### config.mk
export PLATFORM = sky130hd
export DESIGN_NAME = grey_to_bin_pipe
export DESIGN_NICKNAME = d
export VERILOG_FILES = /design/src/rtl/grey_pkg.sv /design/src/rtl/grey_to_bin.sv /design/src/rtl/grey_to_bin_pipe.sv
export SDC_FILE = /design/constraint.sdc
export NUM_CORES = 1
export LEC_CHECK = 0
export BUFFER_PORTS_ARGS = -buffer_cell sky130_fd_sc_hd__buf_2
export CORE_UTILIZATION = 25
export CTS_CLUSTER_DIAMETER = 200
export DETAILED_ROUTE_END_ITERATION = 8
export PLACE_DENSITY_LB_ADDON = 0.2
export SLEW_MARGIN = 30
export SYNTH_ARGS = -nofsm -noshare
export SYNTH_HDL_FRONTEND = slang
export SYNTH_HIERARCHICAL = 1
export SYNTH_SLANG_ARGS = --single-unit
### constraint.sdc
create_clock -name clk -period 2 [get_ports clk]
set_input_delay 0.2 -clock clk [delete_from_list [all_inputs] [get_ports clk]]
set_output_delay 0.2 -clock clk [all_outputs]
set_load 0.02 [all_outputs]
### src/rtl/grey_pkg.sv
// grey_pkg: shared defaults and helpers for the Gray-code pipeline.
//   DEFAULT_N      default code width (bits)
//   DEFAULT_ERR_W  default error-counter width (bits)
//   multi_bit_step returns 1 when two words differ in more than one bit
package grey_pkg;

  localparam int DEFAULT_N     = 4;
  localparam int DEFAULT_ERR_W = 8;

  // Words are zero-extended to 64 bits by the caller, so this covers any
  // code width up to 64. Clearing the lowest set bit of the difference
  // leaves a non-zero value only if at least two bits differ.
  function automatic logic multi_bit_step(input logic [63:0] a,
                                          input logic [63:0] b);
    logic [63:0] d;
    d = a ^ b;
    return (d & (d - 64'd1)) != 64'd0;
  endfunction

endpackage

### src/rtl/grey_to_bin.sv
// grey_to_bin: purely combinational Gray-to-binary converter.
//   grey [N-1:0]  Gray-coded word (MSB = bit N-1)
//   bin  [N-1:0]  binary equivalent
module grey_to_bin #(
  parameter int N = 4
) (
  input  logic [N-1:0] grey,
  output logic [N-1:0] bin
);

  // bin[i] = bin[i+1] ^ grey[i] unrolls to the XOR of all Gray bits from
  // the MSB down to i; writing it that way avoids a bit-to-bit chain
  // through the same vector.
  for (genvar gi = 0; gi < N; gi++) begin : g_bit
    assign bin[gi] = ^grey[N-1:gi];
  end

endmodule

### src/rtl/grey_to_bin_pipe.sv
// grey_to_bin_pipe: single-stage valid/ready pipeline converting Gray words
// to binary, with a step checker that flags accepted words differing from
// the previously accepted word in more than one bit.
//   clk, rst            clock; asynchronous active-high reset
//   in_valid/in_ready   upstream handshake (in_ready is combinational)
//   in_grey  [N-1:0]    Gray-coded input word
//   out_valid/out_ready downstream handshake
//   out_bin  [N-1:0]    converted binary word
//   step_err            one-cycle pulse aligned with the offending word
//   err_count[ERR_W-1:0] saturating count of step_err pulses
//   clear_err           synchronous clear of err_count and step history
module grey_to_bin_pipe
  import grey_pkg::*;
#(
  parameter int N     = DEFAULT_N,
  parameter int ERR_W = DEFAULT_ERR_W
) (
  input  logic             clk,
  input  logic             rst,
  input  logic             in_valid,
  input  logic [N-1:0]     in_grey,
  output logic             in_ready,
  output logic             out_valid,
  output logic [N-1:0]     out_bin,
  input  logic             out_ready,
  output logic             step_err,
  output logic [ERR_W-1:0] err_count,
  input  logic             clear_err
);

  localparam logic [ERR_W-1:0] ERR_MAX = {ERR_W{1'b1}};

  logic             out_valid_reg, out_valid_next;
  logic [N-1:0]     out_bin_reg,   out_bin_next;
  logic             step_err_reg,  step_err_next;
  logic [ERR_W-1:0] err_count_reg, err_count_next;
  logic [N-1:0]     prev_grey_reg, prev_grey_next;
  logic             prev_valid_reg, prev_valid_next;

  logic [N-1:0]     bin_conv;
  logic             accept;
  logic             jump_err;

  grey_to_bin #(.N(N)) u_conv (
    .grey (in_grey),
    .bin  (bin_conv)
  );

  // The stage can take a word when it is empty or being drained this cycle.
  assign in_ready = !out_valid_reg || out_ready;
  assign accept   = in_valid && in_ready;

  // An illegal step only counts when history is valid; a same-cycle clear
  // wipes history first, so that word is never flagged.
  assign jump_err = accept && prev_valid_reg && !clear_err &&
                    multi_bit_step(64'(in_grey), 64'(prev_grey_reg));

  always_comb begin
    out_valid_next  = out_valid_reg;
    out_bin_next    = out_bin_reg;
    step_err_next   = jump_err;
    err_count_next  = err_count_reg;
    prev_grey_next  = prev_grey_reg;
    prev_valid_next = prev_valid_reg;

    // Load on accept (covers drain-and-refill with no bubble); otherwise a
    // drain empties the stage and a stall holds it.
    if (accept) begin
      out_valid_next = 1'b1;
      out_bin_next   = bin_conv;
      prev_grey_next = in_grey;
    end else if (out_ready) begin
      out_valid_next = 1'b0;
    end

    if (clear_err) begin
      err_count_next  = '0;
      prev_valid_next = 1'b0;
    end else begin
      if (accept) begin
        prev_valid_next = 1'b1;
      end
      if (jump_err && err_count_reg != ERR_MAX) begin
        err_count_next = err_count_reg + 1'b1;
      end
    end
  end

  always_ff @(posedge clk or posedge rst) begin
    if (rst) begin
      out_valid_reg  <= 1'b0;
      out_bin_reg    <= '0;
      step_err_reg   <= 1'b0;
      err_count_reg  <= '0;
      prev_grey_reg  <= '0;
      prev_valid_reg <= 1'b0;
    end else begin
      out_valid_reg  <= out_valid_next;
      out_bin_reg    <= out_bin_next;
      step_err_reg   <= step_err_next;
      err_count_reg  <= err_count_next;
      prev_grey_reg  <= prev_grey_next;
      prev_valid_reg <= prev_valid_next;
    end
  end

  assign out_valid = out_valid_reg;
  assign out_bin   = out_bin_reg;
  assign step_err  = step_err_reg;
  assign err_count = err_count_reg;

endmodule

# After elaboration in Yosys (flattened, before gate mapping)
# Cells that the tools add are included.
# word_totals
register_bits,19
latchBits,0
ram_bits,0
mem_bits_ro,0
input_bits,9
output_inout_bits,15
elab_cells,32
mem_count,0
# classes
n_addsub,2
mul,0
div,0
n_lt_le_gt_ge,0
eq_ne,1
shift,0
mux,6
n_bitwise,2
reduce_logical,15
# ops
op,count
$and A4 B64 Y64,1
$reduce_bool A64 Y1,1
$mux W8,2
$add A8 B1 Y8 const B,1
$ne A8 B8 Y1 const B,1
$reduce_bool A2 Y1,3
$logic_and A1 B1 Y1,5
$sub A4 B1 Y5 const B,1
$mux W1,4
$reduce_xor A4 Y1,1
$xor A4 B4 Y4,1
$reduce_xor A3 Y1,1
$logic_not A1 Y1,2
$reduce_xor A2 Y1,1
$logic_or A1 B1 Y1,1

# Depth between registers and ports, before layout
# Gate-level depths: netlist of the first run.
# logic_depth
ltp_word,9
depth_mapped,8
ltp_nobuf,6

# Hierarchy
# The synthesis of the first run kept the hierarchy.
# by_module_without_submodules
module,instances,cells_each,area_each_um2,seq_area_each_um2
grey_to_bin_pipe,1,80,893.4,475.5
grey_to_bin,1,5,50.0,0.0

# Worst setup path after synthesis of the first run
# OpenSTA, ideal clock, no wires.
# synth_path
path_kind,flip-flop to flip-flop
from,register out_valid_reg (netlist: out_valid)
to,register err_count_reg[5] (netlist: err_count[5])
setup_time_ns,0.136
arrival_ns,1.999
t_required_ns,1.864
slack_ns,-0.134
path_stages_with_launch,6
n_path_buf,0
synth_period_minus_slack_ns,2.134
cell_sequence,dfrtp_1 > nand2b_1 > nand2_2 > or4b_4 > or4_1 > mux2i_1
# synth_between
elab_chain_len,8
# synth_rtl
element,line,source
from (decl),grey_to_bin_pipe.sv:33,"logic out_valid_reg, out_valid_next;"
from (signal assigned),grey_to_bin_pipe.sv:98,out_valid_reg <= out_valid_next;
$logic_not A1 Y1,grey_to_bin_pipe.sv:50,assign in_ready = !out_valid_reg || out_ready;
$logic_or A1 B1 Y1,grey_to_bin_pipe.sv:50,
net in_ready,grey_to_bin_pipe.sv:22,"output logic in_ready,"
$logic_and A1 B1 Y1,grey_to_bin_pipe.sv:51,assign accept = in_valid && in_ready;
$logic_and A1 B1 Y1 (3 in a row),grey_to_bin_pipe.sv:55,assign jump_err = accept && prev_valid_reg && !clear_err &&
$logic_and A1 B1 Y1,grey_to_bin_pipe.sv:83,if (jump_err && err_count_reg != ERR_MAX) begin
$reduce_bool A2 Y1 (no source line),n/a,
to (signal assigned),grey_to_bin_pipe.sv:101,err_count_reg <= err_count_next;
to (decl),grey_to_bin_pipe.sv:36,"logic [ERR_W-1:0] err_count_reg, err_count_next;"
# The timed path passes the listed nets, and every way through them passes these cells.
# A chain may end at the register's enable or synchronous reset.

# Worst setup path after layout of the first run
# layout_path
from,register prev_grey_reg[3]
to,register err_count_reg[4] (netlist: err_count[4])
# layout_between
elab_chain_len,7
# layout_rtl
element,line,source
from (decl),grey_to_bin_pipe.sv:37,"logic [N-1:0] prev_grey_reg, prev_grey_next;"
from (signal assigned),grey_to_bin_pipe.sv:102,prev_grey_reg <= prev_grey_next;
$xor A4 B4 Y4 *,grey_pkg.sv:16,d = a ^ b;
$sub A4 B1 Y5,grey_pkg.sv:17,return (d & (d - 64'd1)) != 64'd0;
$and A4 B64 Y64 *,grey_pkg.sv:17,
$reduce_bool A64 Y1 *,grey_pkg.sv:17,
$logic_and A1 B1 Y1 *,grey_to_bin_pipe.sv:55,
$logic_and A1 B1 Y1 *,grey_to_bin_pipe.sv:83,
$reduce_bool A2 Y1 (no source line) *,n/a,
# Mark *: on every way between the ends. The rest lies on a longest branch, timed or not.

==> impl_metrics.toml, run 1 <==
[worst_setup_path]
crit_path_start_kind = "flop"
r2r_start = "prev_grey_reg[3]"
arrival_ns = 2.14
crit_type = "flop to flop"
path_max_fanout = 5
cp-end-kind = "flop"
rrSetupSlack_ns = 0.04
slowest_stage = "or4b_4"
crit_path_cell_trace = "xnor2_1, o211a_1, or4b_4, or4_1, a21oi_2"
worst-path-buf-inv = 0
slowest_delay_ns = 0.51
worstReg2RegEnd = "err_count[4]"
crit_required_ns = 2.19
reg2reg_depth = 5
critPathTopFamily = "simple AND/OR/NAND/NOR gates"

[route]
num_vias = 747
ant_nets = 0
vias_per_cell = 4.79
post_drt_wl_per_cell_um = 12.4
wl_mm = 1.94
drc = 0
drtIter0Drc = 48
first_pass_iters = 4

[clock_tree]
cts-root-buf = "clkbuf_8"
h-tree-depth = 1
path_clk_slew_ns = 0.07
ctsResizeCount = 0
worstSkewPairLatency_ns = 0.25
cts_hold_repair.buffers = 0
clk_path_buf_depth = 2
cts_tree = "built"
cts_buffers = 3
cts.sinks = 19
post_cts_buffers = 0

[timing]
worst_pin_slew_ns = 0.749
min_period_ns = 1.96
finalHoldViolCount = 0
slew_headroom_pct = 50.0
fin_crit_sh_pct = 97.8
final_max_slew_viol_count = 0
clock_skew_ns = 0.00587
fmax_mhz = 511
setup_viol = 0
finalSetupTns_ns = 0

[logic_synthesis]
synth_seq_cells = 19
synth-main-ff-cell = "dfrtp_1"
synthAdderAreaFrac_pct = 1.33
synth_area_per_cell_um2 = 11.1
synth_top_family_by_area = "simple AND/OR/NAND/NOR gates"
synth_xor_area_share_pct = 8.22
synth_simple_gate_area_share_pct = 14.7
yosys-top-cells-area = "dfrtp_1 (50%), mux2_2 (9.5%), xnor2_1 (5.6%), a21oi_1 (3.2%), o31ai_1 (2.4%)"
synth_most_common_cell = "dfrtp_1"
synthMuxAreaShare_pct = 10.6
synthCells = 85
synth_compound_area_share_pct = 11.0
synth_cell_types = 32
synthTopCellsByCount = "dfrtp_1 (19), mux2_2 (8), a21oi_1 (6), xnor2_1 (6)"
ys_seq_area_share_pct = 50.4
synth_edf_count = 0
synthArstFlopShare_pct = 100
yosys.area.top_type_share_pct = 50.4
yosys.area.top_type = "dfrtp_1"
synth_fp_nets = 95
syn_area_um2 = 943
yosys_warnings = 6

[final_layout]
multi_input_area_um2 = 452
seqCellArea_um2 = 475
drive_gt1_share_pct = 39.1
nNetsFinal = 121
final_core_util_pct = 34.0
num_antenna_cells = 0
largest_reg_flops = 8
area_growth_pct = 24.9
nFillCells = 387

[die]
die_y_um = 63.4
pin_count = 24
initial_core_util_pct = 27.2
fp-row-count = 21
die_w_um = 63.4
core_area_um2 = 3470
die-area_um2 = 4020

[grt]
antenna_found_initial = 0
grt_usage_pct = 10.3
grt_max_degree = 20
overflow = 0
grt_pass1_wl_mm = 3.24
grt_pass1_vias = 723

[hold_path]
hp-class = "input pin to async pin"

[pwr]
peakVddDrop_mv = 0.393
power_frac_seq_pct = 50.3
switchingPower_mw = 0.232
switching_share_pct = 26.7
leakage_nw = 0.528
p_int_mw = 0.636
p_per_area_nw_per_um2 = 736
pwr-share-comb_pct = 18.9
p_clk_share_pct = 30.8

[placement]
hpwl_mm = 1.41
place.gp.congestion = 0.798
portBuffers = 23

[job]
cap_viol_max_count = 0

[run_status]
status = "finished clean"
[area by class of cell]
| cell class | count | share of cell area (%) |
|---|---|---|
| Multi-Input combinational cell | 58 | 38.3 |
| Inverter | 4 | 1.27 |
| Sequential cell | 19 | 40.3 |
| Tap cell | 46 | 4.88 |
| Timing Repair Buffer | 25 | 11.4 |
| Clock buffer | 4 | 3.82 |
[routing by layer]
metal,wire [um],vias to the layer above,GRT usage (%)
li1,-,356,-
met1,862,362,11.8
met2,979,27,18.9
met3,86,2,3.26
met4,8,0,1.70
met5,0,-,0
[worst max path at each step]
stage	depth (start not counted)	end	from	slack [ns]
6_report	5	err_count[4]	prev_grey_reg[3]	0.04
3_3_place_gp	5	err_count[5]	prev_grey_reg[3]	0.1
2_1_floorplan	5	err_count[5]	out_valid	0.02
5_1_grt	5	err_count[4]	prev_grey_reg[3]	-0.02
4_1_cts	6	err_count[0]	prev_grey_reg[3]	0.05
3_5_place_dp	6	err_count[0]	prev_grey_reg[3]	0.06
[power by group through the flow]
| stage | sequential, mW | clock (mW) | combinational (mW) |
|---|---|---|---|
| final | 0.437 | 0.267 | 0.164 |
| after global routing | 0.440 | 0.295 | 0.180 |
| after CTS | 0.437 | 0.280 | 0.167 |
| after detailed placement | 0.444 | 0 | 0.166 |
| after global placement | 0.443 | 0 | 0.165 |
| after floorplan | 0.469 | 0 | 0.0890 |
[cells in the final DEF, fill, tap and decap left out, drive strengths merged]
cell type | synthesis | final
nand2 | 5 | 5
nor3 | 1 | 1
o311ai | 1 | 1
or4b | 1 | 1
o21ai | 2 | 2
o211ai | 1 | 1
xnor2 | 6 | 6
nand4 | 1 | 1
nand3b | 2 | 2
inv | 4 | 4
xor2 | 2 | 2
ha | 1 | 1
or4 | 3 | 3
nand2b | 2 | 2
mux2i | 1 | 1
nand3 | 3 | 3
o31ai | 3 | 3
mux2 | 8 | 8
nor4 | 1 | 1
clkbuf | 2 | 4
dfrtp | 19 | 19
or3 | 1 | 1
a21oi | 6 | 6
o41ai | 1 | 1
nor2 | 4 | 4
buf | 2 | 25
a31oi | 1 | 1
o211a | 1 | 1
[through the flow]
step	cells	setup WS (ns)	hold WS [ns]	total power [mW]	instance area, um^2
final	156	0.0447	0.0637	0.868	1180
after global routing	156	-0.0169	0.139	0.915	1180
after CTS	156	0.0492	0.0926	0.884	1160
after detailed placement	152	0.0599	0.380	0.610	1120
after global placement	152	0.0978	0.375	0.609	1120
after floorplan	85	0.0196	0.151	0.558	951
[logic make-up after synthesis]
kind of cell    Yosys count
simple gates             24
mux                       9
xor+xnor                  8
compound gates           16
fa+ha+maj                 1
buf+inv                   8
flops                    19
(Power assumes the default switching activity.)
==> run 2: changes to the inputs <==
- PLACE_DENSITY: not set -> 0.4
- PLACE_DENSITY_LB_ADDON: 0.2 -> not set
- RECOVER_POWER: not set -> 50
- clock period: 2 -> 2.2 ns (I/O delays scaled with it)
==> impl_metrics.toml, run 2 (synthesized netlist as in run 1, its figures left out) <==
[run_status]
status = "finished clean"

[grt]
busiest_layer = "met2"
met1_usage_pct = 13.6
grt_pass1_vias = 732
grt_usage_pct = 10.8
grt.met2_usage_pct = 17.4
grt_pass1_wl_mm = 3.36
antenna_found_initial = 0
grt_max_degree = 20
grtUsageMet3_pct = 3.99
overflow = 0

[clock_tree]
worstSkewPairLatency_ns = 0.25
cts.sinks = 19
cts_tree = "built"
clk_path_buf_depth = 2
post_cts_buffers = 0
cts_buffers = 3
ctsResizeCount = 0
path_clk_slew_ns = 0.07
cts_hold_repair.buffers = 0
h-tree-depth = 1
cts-root-buf = "clkbuf_8"

[worst_setup_path]
crit_type = "flop to flop"
crit_required_ns = 2.38
worstReg2RegEnd = "err_count[4]"
reg2reg_depth = 5
r2r_start = "prev_grey_reg[2]"
arrival_ns = 2.22
path_max_fanout = 13
cp-end-kind = "flop"
crit_path_start_kind = "flop"
rrSetupSlack_ns = 0.16

[timing]
finalSetupTns_ns = 0
clock_skew_ns = 0.00348
rsz0062_at_grt = "no"
min_period_ns = 2.04
worst_pin_slew_ns = 0.735
slew_headroom_pct = 51.0
fin_crit_sh_pct = 92.7
layout_setup_ws_ns = 0.160
fmax_mhz = 490
final_max_slew_viol_count = 0
setup_viol = 0
finalHoldViolCount = 0

[pwr]
peakVddDrop_mv = 0.316
p_per_area_nw_per_um2 = 685
switchingPower_mw = 0.210
power_frac_seq_pct = 50.7
switching_share_pct = 26.9
p_int_mw = 0.572
pwr-share-comb_pct = 18.2
p_clk_share_pct = 31.1
leakage_nw = 0.501

[route]
drtIter0Drc = 64
num_vias = 728
first_pass_iters = 4
post_drt_wl_per_cell_um = 12.2
drc = 0
wl_mm = 1.89
ant_nets = 0
vias_per_cell = 4.70

[final_layout]
mostFrequentLayoutCell = "dfrtp_1"
nNetsFinal = 120
drive_gt1_share_pct = 31.2
final_cell_mix = "dfrtp_1 (19), buf_2 (18), mux2_2 (8)"
area_growth_pct = 21.1
num_antenna_cells = 0
nFillCells = 380
largest_reg_flops = 8

[die]
pin_count = 24
die-area_um2 = 4020
initial_core_util_pct = 27.2
die_y_um = 63.4
die_w_um = 63.4
core_area_um2 = 3470
fp-row-count = 21

[placement]
place.gp.congestion = 0.734
post-place-ws_ns = 0.181
hpwl_mm = 1.41
portBuffers = 23

[hold_path]
hp-class = "input pin to async pin"

[job]
cap_viol_max_count = 0
run 2: power by group through the flow:
stage | registers, mW | logic (mW) | clock network (mW)
floorplan | 0.426 | 0.0796 | 0
global placement | 0.402 | 0.149 | 0
detailed placement | 0.404 | 0.150 | 0
CTS | 0.397 | 0.150 | 0.258
global route | 0.401 | 0.158 | 0.272
finish | 0.397 | 0.143 | 0.243
run 2: layer usage:
layer  part of all wire, %  up-vias
met4                  0.80        0
met1                    45      350
met5                     0        -
met3                   4.9        4
met2                    49       16
li1                      -      358
run 2: cell type report:
class / instances / area [um^2] / area share [%]
timing repair buffer: 24 / 116 / 10.2
tap: 46 / 57.6 / 5.04
clock buffer: 4 / 45.0 / 3.94
sequential: 19 / 475 / 41.6
inverter: 4 / 15.0 / 1.31
multi-input combinational: 58 / 433 / 37.9
run 2: through the flow:
step	hold slack [ns]	power (mW)	std cells	util (%)	area [um^2]
final	0.0790	0.783	155	32.9	1140
after CTS	0.124	0.804	155	33.1	1150
after detailed placement	0.407	0.553	151	31.8	1100
after global routing	0.139	0.831	155	32.9	1140
after floorplan	0.171	0.505	85	-	943
after global placement	0.400	0.551	151	31.8	1100
run 2: how the worst max path moves through the flow:
stage | from | endpoint | depth (start not counted)
detailed placement | prev_grey_reg[2] | err_count[4] | 5
global placement | prev_grey_reg[2] | err_count[4] | 5
finish | prev_grey_reg[2] | err_count[4] | 5
floorplan | out_valid | err_count[5] | 5
CTS | prev_grey_reg[2] | err_count[4] | 5
global route | prev_grey_reg[2] | err_count[5] | 5
run 2: critical path: stages (launching register included):
cell and delay (ns):
dfrtp_1 0.39, xnor2_1 0.14, o211a_1 0.23, or4b_4 0.57
or4_1 0.49, a21oi_1 0.15
